$ cat src/rtl/reg_mem_pkg.sv
// Shared defaults for the reg_mem FIFO controller and the reg_mem register file.
package reg_mem_pkg;

  localparam int DEF_DATA_WIDTH = 8;
  localparam int DEF_ADDR_BITS  = 5;
  localparam int DEF_DEPTH      = 2 ** DEF_ADDR_BITS;
  localparam int DEF_CNT_WIDTH  = DEF_ADDR_BITS + 1;

  function automatic int depthOf(input int addrBits);
    return 1 << addrBits;
  endfunction

endpackage

$ cat src/rtl/reg_mem_fifo_outreg.sv
// Output holding register of the FIFO: captures the word read from reg_mem and
// presents it valid/ready downstream.
module reg_mem_fifo_outreg
  import reg_mem_pkg::*;
#(
  parameter int DATA_WIDTH = DEF_DATA_WIDTH
) (
  input  logic                  clk,
  input  logic                  rst_n,
  input  logic                  i_load,
  input  logic [DATA_WIDTH-1:0] i_data,
  input  logic                  i_ready,
  output logic [DATA_WIDTH-1:0] o_data,
  output logic                  o_valid
);

  logic [DATA_WIDTH-1:0] r_data;
  logic                  r_valid;

  // A load always refills the register, even when the old word leaves this cycle.
  always_ff @(posedge clk or negedge rst_n) begin
    if (!rst_n) begin
      r_data  <= '0;
      r_valid <= 1'b0;
    end else if (i_load) begin
      r_data  <= i_data;
      r_valid <= 1'b1;
    end else if (r_valid && i_ready) begin
      r_valid <= 1'b0;
    end
  end

  assign o_data  = r_data;
  assign o_valid = r_valid;

endmodule

$ cat src/rtl/reg_mem_fifo_ctrl.sv
// Streaming FIFO controller around the single-port reg_mem: pointers, occupancy
// and one-access-per-cycle arbitration, with reads taking priority over writes.
module reg_mem_fifo_ctrl
  import reg_mem_pkg::*;
#(
  parameter int DATA_WIDTH = DEF_DATA_WIDTH,
  parameter int ADDR_BITS  = DEF_ADDR_BITS
) (
  input  logic                  clk,
  input  logic                  rst_n,
  input  logic [DATA_WIDTH-1:0] in_data,
  input  logic                  in_valid,
  output logic                  in_ready,
  output logic [DATA_WIDTH-1:0] out_data,
  output logic                  out_valid,
  input  logic                  out_ready,
  output logic [ADDR_BITS:0]    count,
  output logic [ADDR_BITS-1:0]  mem_addr,
  output logic [DATA_WIDTH-1:0] mem_wdata,
  output logic                  mem_wen,
  input  logic [DATA_WIDTH-1:0] mem_rdata
);

  localparam logic [ADDR_BITS:0]   MemDepth = {1'b1, {ADDR_BITS{1'b0}}};
  localparam logic [ADDR_BITS-1:0] PtrOne   = {{(ADDR_BITS-1){1'b0}}, 1'b1};
  localparam logic [ADDR_BITS:0]   CntOne   = {{ADDR_BITS{1'b0}}, 1'b1};

  logic [ADDR_BITS-1:0] r_wrPtr;
  logic [ADDR_BITS-1:0] r_rdPtr;
  logic [ADDR_BITS:0]   r_memCnt;
  logic                 w_rdSel;
  logic                 w_wrSel;
  logic                 w_outValid;

  // Refill the holding register whenever it is empty or being emptied this cycle.
  assign w_rdSel   = (r_memCnt != '0) && (!w_outValid || out_ready);
  assign in_ready  = (r_memCnt != MemDepth) && !w_rdSel;
  assign w_wrSel   = in_valid && in_ready;

  assign mem_addr  = w_rdSel ? r_rdPtr : r_wrPtr;
  assign mem_wen   = w_wrSel;
  assign mem_wdata = in_data;

  // Read and write never coincide, so occupancy moves by at most one per cycle.
  always_ff @(posedge clk or negedge rst_n) begin
    if (!rst_n) begin
      r_wrPtr  <= '0;
      r_rdPtr  <= '0;
      r_memCnt <= '0;
    end else begin
      if (w_rdSel) begin
        r_rdPtr  <= r_rdPtr + PtrOne;
        r_memCnt <= r_memCnt - CntOne;
      end else if (w_wrSel) begin
        r_wrPtr  <= r_wrPtr + PtrOne;
        r_memCnt <= r_memCnt + CntOne;
      end
    end
  end

  reg_mem_fifo_outreg #(
    .DATA_WIDTH (DATA_WIDTH)
  ) u_outreg (
    .clk     (clk),
    .rst_n   (rst_n),
    .i_load  (w_rdSel),
    .i_data  (mem_rdata),
    .i_ready (out_ready),
    .o_data  (out_data),
    .o_valid (w_outValid)
  );

  assign out_valid = w_outValid;
  assign count     = r_memCnt + {{ADDR_BITS{1'b0}}, w_outValid};

endmodule

$ cat config.mk
export PLATFORM = sky130hd
export DESIGN_NAME = reg_mem_fifo_ctrl
export DESIGN_NICKNAME = d
export VERILOG_FILES = /design/src/rtl/reg_mem_pkg.sv /design/src/rtl/reg_mem_fifo_outreg.sv /design/src/rtl/reg_mem_fifo_ctrl.sv
export SDC_FILE = /design/constraint.sdc
export NUM_CORES = 1
export LEC_CHECK = 0
export ABC_AREA = 1
export BUFFER_PORTS_ARGS = -buffer_cell sky130_fd_sc_hd__buf_4
export CAP_MARGIN = 30
export CELL_PAD_IN_SITES_DETAIL_PLACEMENT = 1
export CELL_PAD_IN_SITES_GLOBAL_PLACEMENT = 1
export CORE_AREA = 2 2 64 66
export CTS_BUF_LIST = sky130_fd_sc_hd__clkbuf_4
export DETAILED_ROUTE_END_ITERATION = 7
export DIE_AREA = 0 0 66 68
export PLACE_DENSITY = 0.87
export SYNTH_ARGS = -nofsm -noshare
export SYNTH_HDL_FRONTEND = slang
export SYNTH_SLANG_ARGS = --single-unit
$ cat constraint.sdc
create_clock -name clk -period 3.55 [get_ports clk]
set_input_delay 0.71 -clock clk [delete_from_list [all_inputs] [get_ports clk]]
set_output_delay 0.71 -clock clk [all_outputs]
set_load 0.01 [all_outputs]
==> run metrics, run 1 <==
ANT nets after route 0; slew margin rel. around three quarters; Worst Hold Class input port to async pin; core area 0.00386 sq mm; final instance area 0.00170 sq mm; global route overflow 0; total clock sinks 25; post-synth cell types 24; Final Slew Violations 0; switching part of the total a little under half; Vias/cell 4.83; post-CTS setup buffer count 0; Mean Syn Cell Area 8.33 sq um; Net Switching 0.000678 W; detailed router's first-iteration violation count 42; drt first pass iters 4; htree depth 1; Clock power frac between 9 and 10%; # IOs 50; CP startpoint r_memCnt[1]; routed length per instance 13.3 um; Cells after Synth 174; Flop pwr share 35.7%; reg2reg start r_memCnt[1]; initial antenna violation count 0; ant diodes 0; clk root buf clkbuf_4; Area growth syn-to-layout 17.3%; die height roughly 68 um; Vias 1203; DP Cell Count 245; critical path launch point type flop; combinational power share 55.2%; DIE WIDTH about 66 um; MaxCap Viol Count 0; Placed Area 0.00167 sq mm; Arr. time, crit path ~2100 ps; Internal Pwr Total 0.000819 W; FMAX 0.361 GHz; Clk Latency, worst-skew pair 330 ps; setup TNS 0 ps; Post-Place Worst Slack 938 ps; GR Util All Layers 16.5%; Worst EP required 2840 ps; post-DP HPWL around 2500 um; Hold Fails Final Rpt 0; Final min period 2770 ps; largest net degree at the start of global routing 26; GPL Wtd Cong 0.832; part of the Yosys area used for sequential elements 43.1%; Post-Layout Cell Count ~250; Clk pin slew, worst setup/hold paths 150 ps; Final setup viols 0; first-pass GRT wire length approximately 5700 um; Ys Warns 0; CP Class flop to output port; DIE AREA 0.00449 sq mm; Setup Skew 2.30 ps; Final nets roughly 230; ranking of synthesized cells by area dfrtp_1 43%, nand2_1 16%, ha_1 6.9%; LEAKAGE ~0.9 nW; Tcrit/Tclk final 78.0%; Pwr Density 880 mW/mm^2; cts bufs inserted 3; CTS tree built; RSZ-0062 raised after global routing false; top cell type by total area after synthesis dfrtp_1; Clock Tree Buf Depth 2; Mapped Nets 203; total chip power 0.00150 W; DRC Markers 0; hold buffer count at CTS 0; top-area cell type share of the netlist area 43.1%; setup ws final 781 ps; Worst VDD drop 0.422 mV; # rows 23; critical path endpoint category output port; share of layout cells above drive strength 1 a little under a quarter; cts repair resizes 0; FF+latch count, synth 25; starting density of the core 37.6%; final WL 3310 um; Cell Area, Synth about 0.0015 sq mm; IO Port Bufs 33; status finished, final reports clean; slew at the pin closest to its max-slew limit 378 ps; Max Fanout on Critical Path 25; vias in the first global route around 1200
==> power by group through the flow <==
stage	clock (W)	sequential [W]	combinational, W
after global placement	0	0.000537	0.000803
after global routing	0.000150	0.000557	0.000944
after CTS	0.000142	0.000537	0.000843
after floorplan	0	0.000517	0.000549
after detailed placement	0	0.000544	0.000837
final	0.000136	0.000535	0.000826
==> registers in the layout, summed over array words and instances (netlist names) <==
register / flops
r_wrPtr: 5
r_rdPtr: 5
u_outreg.o_data: 8
r_memCnt: 6
u_outreg.o_valid: 1
==> kinds of logic after synthesis <==
group                      after synthesis  share of synthesized area, %
AOI/OAI and AO/OA                       15                          5.44
xor gates and xnor gates                13                          7.85
adders and majority gates                9                          8.28
buffers and inverters                   24                          9.06
DFF                                     25                          43.1
and+or+nand+nor                         88                          26.2
==> synth_stat cells <==
| cell type | number |
|---|---|
| o21ai_0 | 8 |
| buf_4 | 8 |
| xnor2_1 | 3 |
| a31oi_1 | 1 |
| buf_6 | 1 |
| nor2_2 | 3 |
| inv_1 | 10 |
| ha_1 | 8 |
| nor3_1 | 1 |
| dfrtp_1 | 25 |
| nand3_1 | 13 |
| or2_2 | 1 |
| nand3_2 | 2 |
| nand2_2 | 1 |
| a21oi_1 | 3 |
| xor2_1 | 10 |
| o21ai_1 | 2 |
| inv_2 | 2 |
| nand2_1 | 61 |
| o21a_1 | 1 |
| buf_2 | 3 |
| fa_1 | 1 |
| nand2_4 | 1 |
| nor2_1 | 5 |
==> worst max-delay path, cell delays in order (launching register included) <==
cell and delay, ps:
dfrtp_1 500, nor2_2 220, nand3_2 130, nand2_4 250, inv_2 240, o21ai_0 220, buf_4 150
==> metrics by stage <==
| step | hold slack [ps] | util, % |
|---|---|---|
| floorplan | 414 | - |
| global placement | 469 | 43.4 |
| detailed placement | 473 | 43.4 |
| CTS | 254 | 44.1 |
| global route | 266 | 44.1 |
| finish | 252 | 44.1 |
==> path summary, 6_finish.rpt <==
| kind | to | slack (ps) | depth (start not counted) |
|---|---|---|---|
| worst max-delay path | mem_addr[3] | 780 | 6 |
| worst min-delay path | r_memCnt[3] | 250 | 1 |
| worst max register to register | r_memCnt[5] | 1080 | 13 |
| worst min register to register | u_outreg.o_data[4] | 500 | 2 |
| max in group asynchronous | r_rdPtr[0] | 3050 | 1 |
| min in group clk | u_outreg.o_data[4] | 500 | 2 |
==> placed cells by master, fill, tap and decap left out <==
| master | Yosys | routed |
|---|---|---|
| xnor2_1 | 3 | 3 |
| buf_4 | 8 | 33 |
| ha_1 | 8 | 8 |
| a31oi_1 | 1 | 1 |
| nand3_2 | 2 | 2 |
| nor3_1 | 1 | 1 |
| fa_1 | 1 | 1 |
| nor2_2 | 3 | 3 |
| or2_2 | 1 | 1 |
| nor2_1 | 5 | 5 |
| a21oi_1 | 3 | 3 |
| nand2_1 | 61 | 61 |
| nand2_4 | 1 | 1 |
| clkinv_2 | 0 | 1 |
| inv_1 | 10 | 10 |
| dfrtp_1 | 25 | 25 |
| xor2_1 | 10 | 10 |
| o21a_1 | 1 | 1 |
| inv_2 | 2 | 2 |
| clkbuf_4 | 0 | 3 |
| o21ai_0 | 8 | 8 |
| nand3_1 | 13 | 13 |
| nand2_2 | 1 | 1 |
| o21ai_1 | 2 | 2 |
==> metal layers <==
metal / GRT usage [%] / up-vias / share of wire, % / routed length (um)
met5: 0 / - / 0 / 0
met4: 5.10 / 0 / 1.5 / 48
met3: 3.13 / 6 / 4.4 / 147
met2: 30.7 / 27 / 51 / 1700
met1: 19.3 / 576 / 43 / 1410
li1: - / 594 / - / -
==> layout make-up <==
class | count | area [sq um]
clock buffer | 3 | 22.5
clock inverter | 1 | 5.00
fill | 479 | 2150
inverter | 12 | 45.0
multi-input combinational | 125 | 693
sequential | 25 | 626
tap | 50 | 62.6
timing repair buffer | 33 | 248
Note: power is estimated with default switching activity, not from simulation.
==> run 2, diff against run 1 <==
--- a/config.mk
+++ b/config.mk
@@ -10,11 +10,11 @@
 export CAP_MARGIN = 30
 export CELL_PAD_IN_SITES_DETAIL_PLACEMENT = 1
 export CELL_PAD_IN_SITES_GLOBAL_PLACEMENT = 1
-export CORE_AREA = 2 2 64 66
+export CORE_AREA = 2 2 66 68
 export CTS_BUF_LIST = sky130_fd_sc_hd__clkbuf_4
 export DETAILED_ROUTE_END_ITERATION = 7
-export DIE_AREA = 0 0 66 68
-export PLACE_DENSITY = 0.87
+export DIE_AREA = 0 0 68 70
+export PLACE_DENSITY = 0.83
 export SYNTH_ARGS = -nofsm -noshare
 export SYNTH_HDL_FRONTEND = slang
 export SYNTH_SLANG_ARGS = --single-unit
==> constraint.sdc (replaced) <==
create_clock -name clk -period 2.6 [get_ports clk]
set_input_delay 0.52 -clock clk [delete_from_list [all_inputs] [get_ports clk]]
set_output_delay 0.52 -clock clk [all_outputs]
set_load 0.01 [all_outputs]
==> run metrics, run 2 (synthesis gave the netlist of run 1 again) <==
FMAX between 0.4 and 0.5 GHz; detailed router's first-iteration violation count 46 (+9.5%); DIE AREA 0.00476 sq mm (+6.1%); cts repair resizes 0 (unchanged); # IOs 50 (unchanged); GPL Wtd Cong 0.788 (-5.2%); Worst VDD drop 0.327 mV (-22%); Vias 1226 (+1.9%); IO Port Bufs 33 (unchanged); routed length per instance 13.4 um (+1.3%); CTS tree built; DP Cell Count 249 (+1.6%); core area 0.00414 sq mm (+7.5%); Worst Hold Class input port to async pin; highest routed layer met4; Post-Layout Cell Count 253 (+1.6%); largest net degree at the start of global routing 26 (unchanged); cells on worst reg2reg path 13 (unchanged); die height 70 um (+2.9%); Clock Tree Buf Depth 2 (unchanged); max reg flops 8 (unchanged); critical path launch point type flop; clk root buf clkbuf_4; Final setup viols 0 (unchanged); RSZ-0062 raised after global routing false; slew margin rel. 77.0% (+2.2 points); Arr. time, crit path 1930 ps (-130 ps); Clk pin slew, worst setup/hold paths 160 ps (about the same); MaxCap Viol Count 0 (unchanged); final hold slack 51.9 ps (-200 ps); Worst EP required 2080 ps (-760 ps); most frequent cells in the layout 61 x nand2_1, 35 x buf_4, 25 x dfrtp_1; initial antenna violation count 0 (unchanged); cts bufs inserted 3 (unchanged); slew at the pin closest to its max-slew limit 345 ps (-33.2 ps); R2R Path End r_memCnt[5]; Pwr Density 1200 mW/mm^2 (+37%); Setup Skew 6.14 ps (+3.84 ps); Final nets 231 (+0.87%); critical path endpoint category output port; met1 wire length 1590 um (+12%); CP Class flop to output port; Reg2Reg Setup Slack 310 ps (-770 ps); DRC Markers 0 (unchanged); # rows 24 (+4.3%); total chip power 0.00207 W (+38%); Final Slew Violations 0 (unchanged); DIE WIDTH 68 um (+3.0%); Clk Latency, worst-skew pair 340 ps (about the same); LEAKAGE 0.902 nW (+0.62%); Area growth syn-to-layout 18.7%; vias in the first global route 1251 (+0.32%); CP startpoint r_memCnt[1]; Final min period 2450 ps; final WL 3400 um (+2.9%); ANT nets after route 0 (unchanged); DR WL met2 1620 um (-4.4%); total clock sinks 25 (unchanged); reg2reg start r_memCnt[1]; Vias/cell 4.85 (+0.30%); global route overflow 0 (unchanged); met3 wire length 148 um (+0.68%); critical path endpoint mem_addr[2]; first-pass GRT wire length 5840 um (+2.0%); status finished, final reports clean; post-CTS setup buffer count 0 (unchanged); post-DP HPWL 2610 um (+4.8%); htree depth 1 (unchanged); Tcrit/Tclk final 94.4%; Max Fanout on Critical Path 16 (-36%); final core occ 41.5% (-2.6 points); most common cell after layout, fill and taps aside nand2_1; setup TNS 0 ps (unchanged); Hold Fails Final Rpt 0 (unchanged); ant diodes 0 (unchanged); drt first pass iters 4 (unchanged); starting density of the core 35.0% (-2.6 points); GR Util All Layers 15.9% (-0.57 points); hold buffer count at CTS 0 (unchanged); share of layout cells above drive strength 1 24.4% (+0.76 points)
-- run 2: through the flow --
stage,instance area (sq um),worst slack (ps)
finish,1720,145
global route,1720,15.5
CTS,1720,129
detailed placement,1690,279
global placement,1690,379
floorplan,1450,562
-- run 2: worst min-delay path by stage --
stage                     start            endpoint  depth (start not counted)
after CTS                 rst_n          r_wrPtr[1]                          1
after detailed placement  rst_n         r_memCnt[4]                          1
after global placement    rst_n         r_memCnt[4]                          1
final                     rst_n  u_outreg.o_data[2]                          1
after global routing      rst_n  u_outreg.o_data[2]                          1
after floorplan           rst_n         r_memCnt[0]                          0
-- run 2: routing by layer --
| layer | track usage [%] | vias to the layer above |
|---|---|---|
| li1 | - | 599 |
| met4 | 5.11 | 0 |
| met1 | 22.0 | 598 |
| met3 | 2.42 | 5 |
| met5 | 0 | - |
| met2 | 25.2 | 24 |
-- run 2: layout make-up --
type | instances | area (sq um)
clock inverters | 1 | 7.51
fillers | 521 | 2420
repair buffers | 35 | 263
clock buffers | 3 | 22.5
multi-input cells | 125 | 693
inverters | 12 | 45.0
well taps | 52 | 65.1
flip-flops and latches | 25 | 626
-- run 2: where the power goes --
group	internal, W	switching (W)	leakage (nW)
Sequential	0.000549	0.000182	0.303
Combinational	0.000522	0.000622	0.586
Clock	0.0000590	0.000135	0.0139
Total	0.00113	0.000938	0.902
-- run 2: critical path, stage by stage, from the launching register on --
cell     delay (ps)
dfrtp_1         520
nor2_2          100
nand3_2         100
nand2_4         120
buf_4           210
or2_2           290
o21a_1          120
buf_4           140
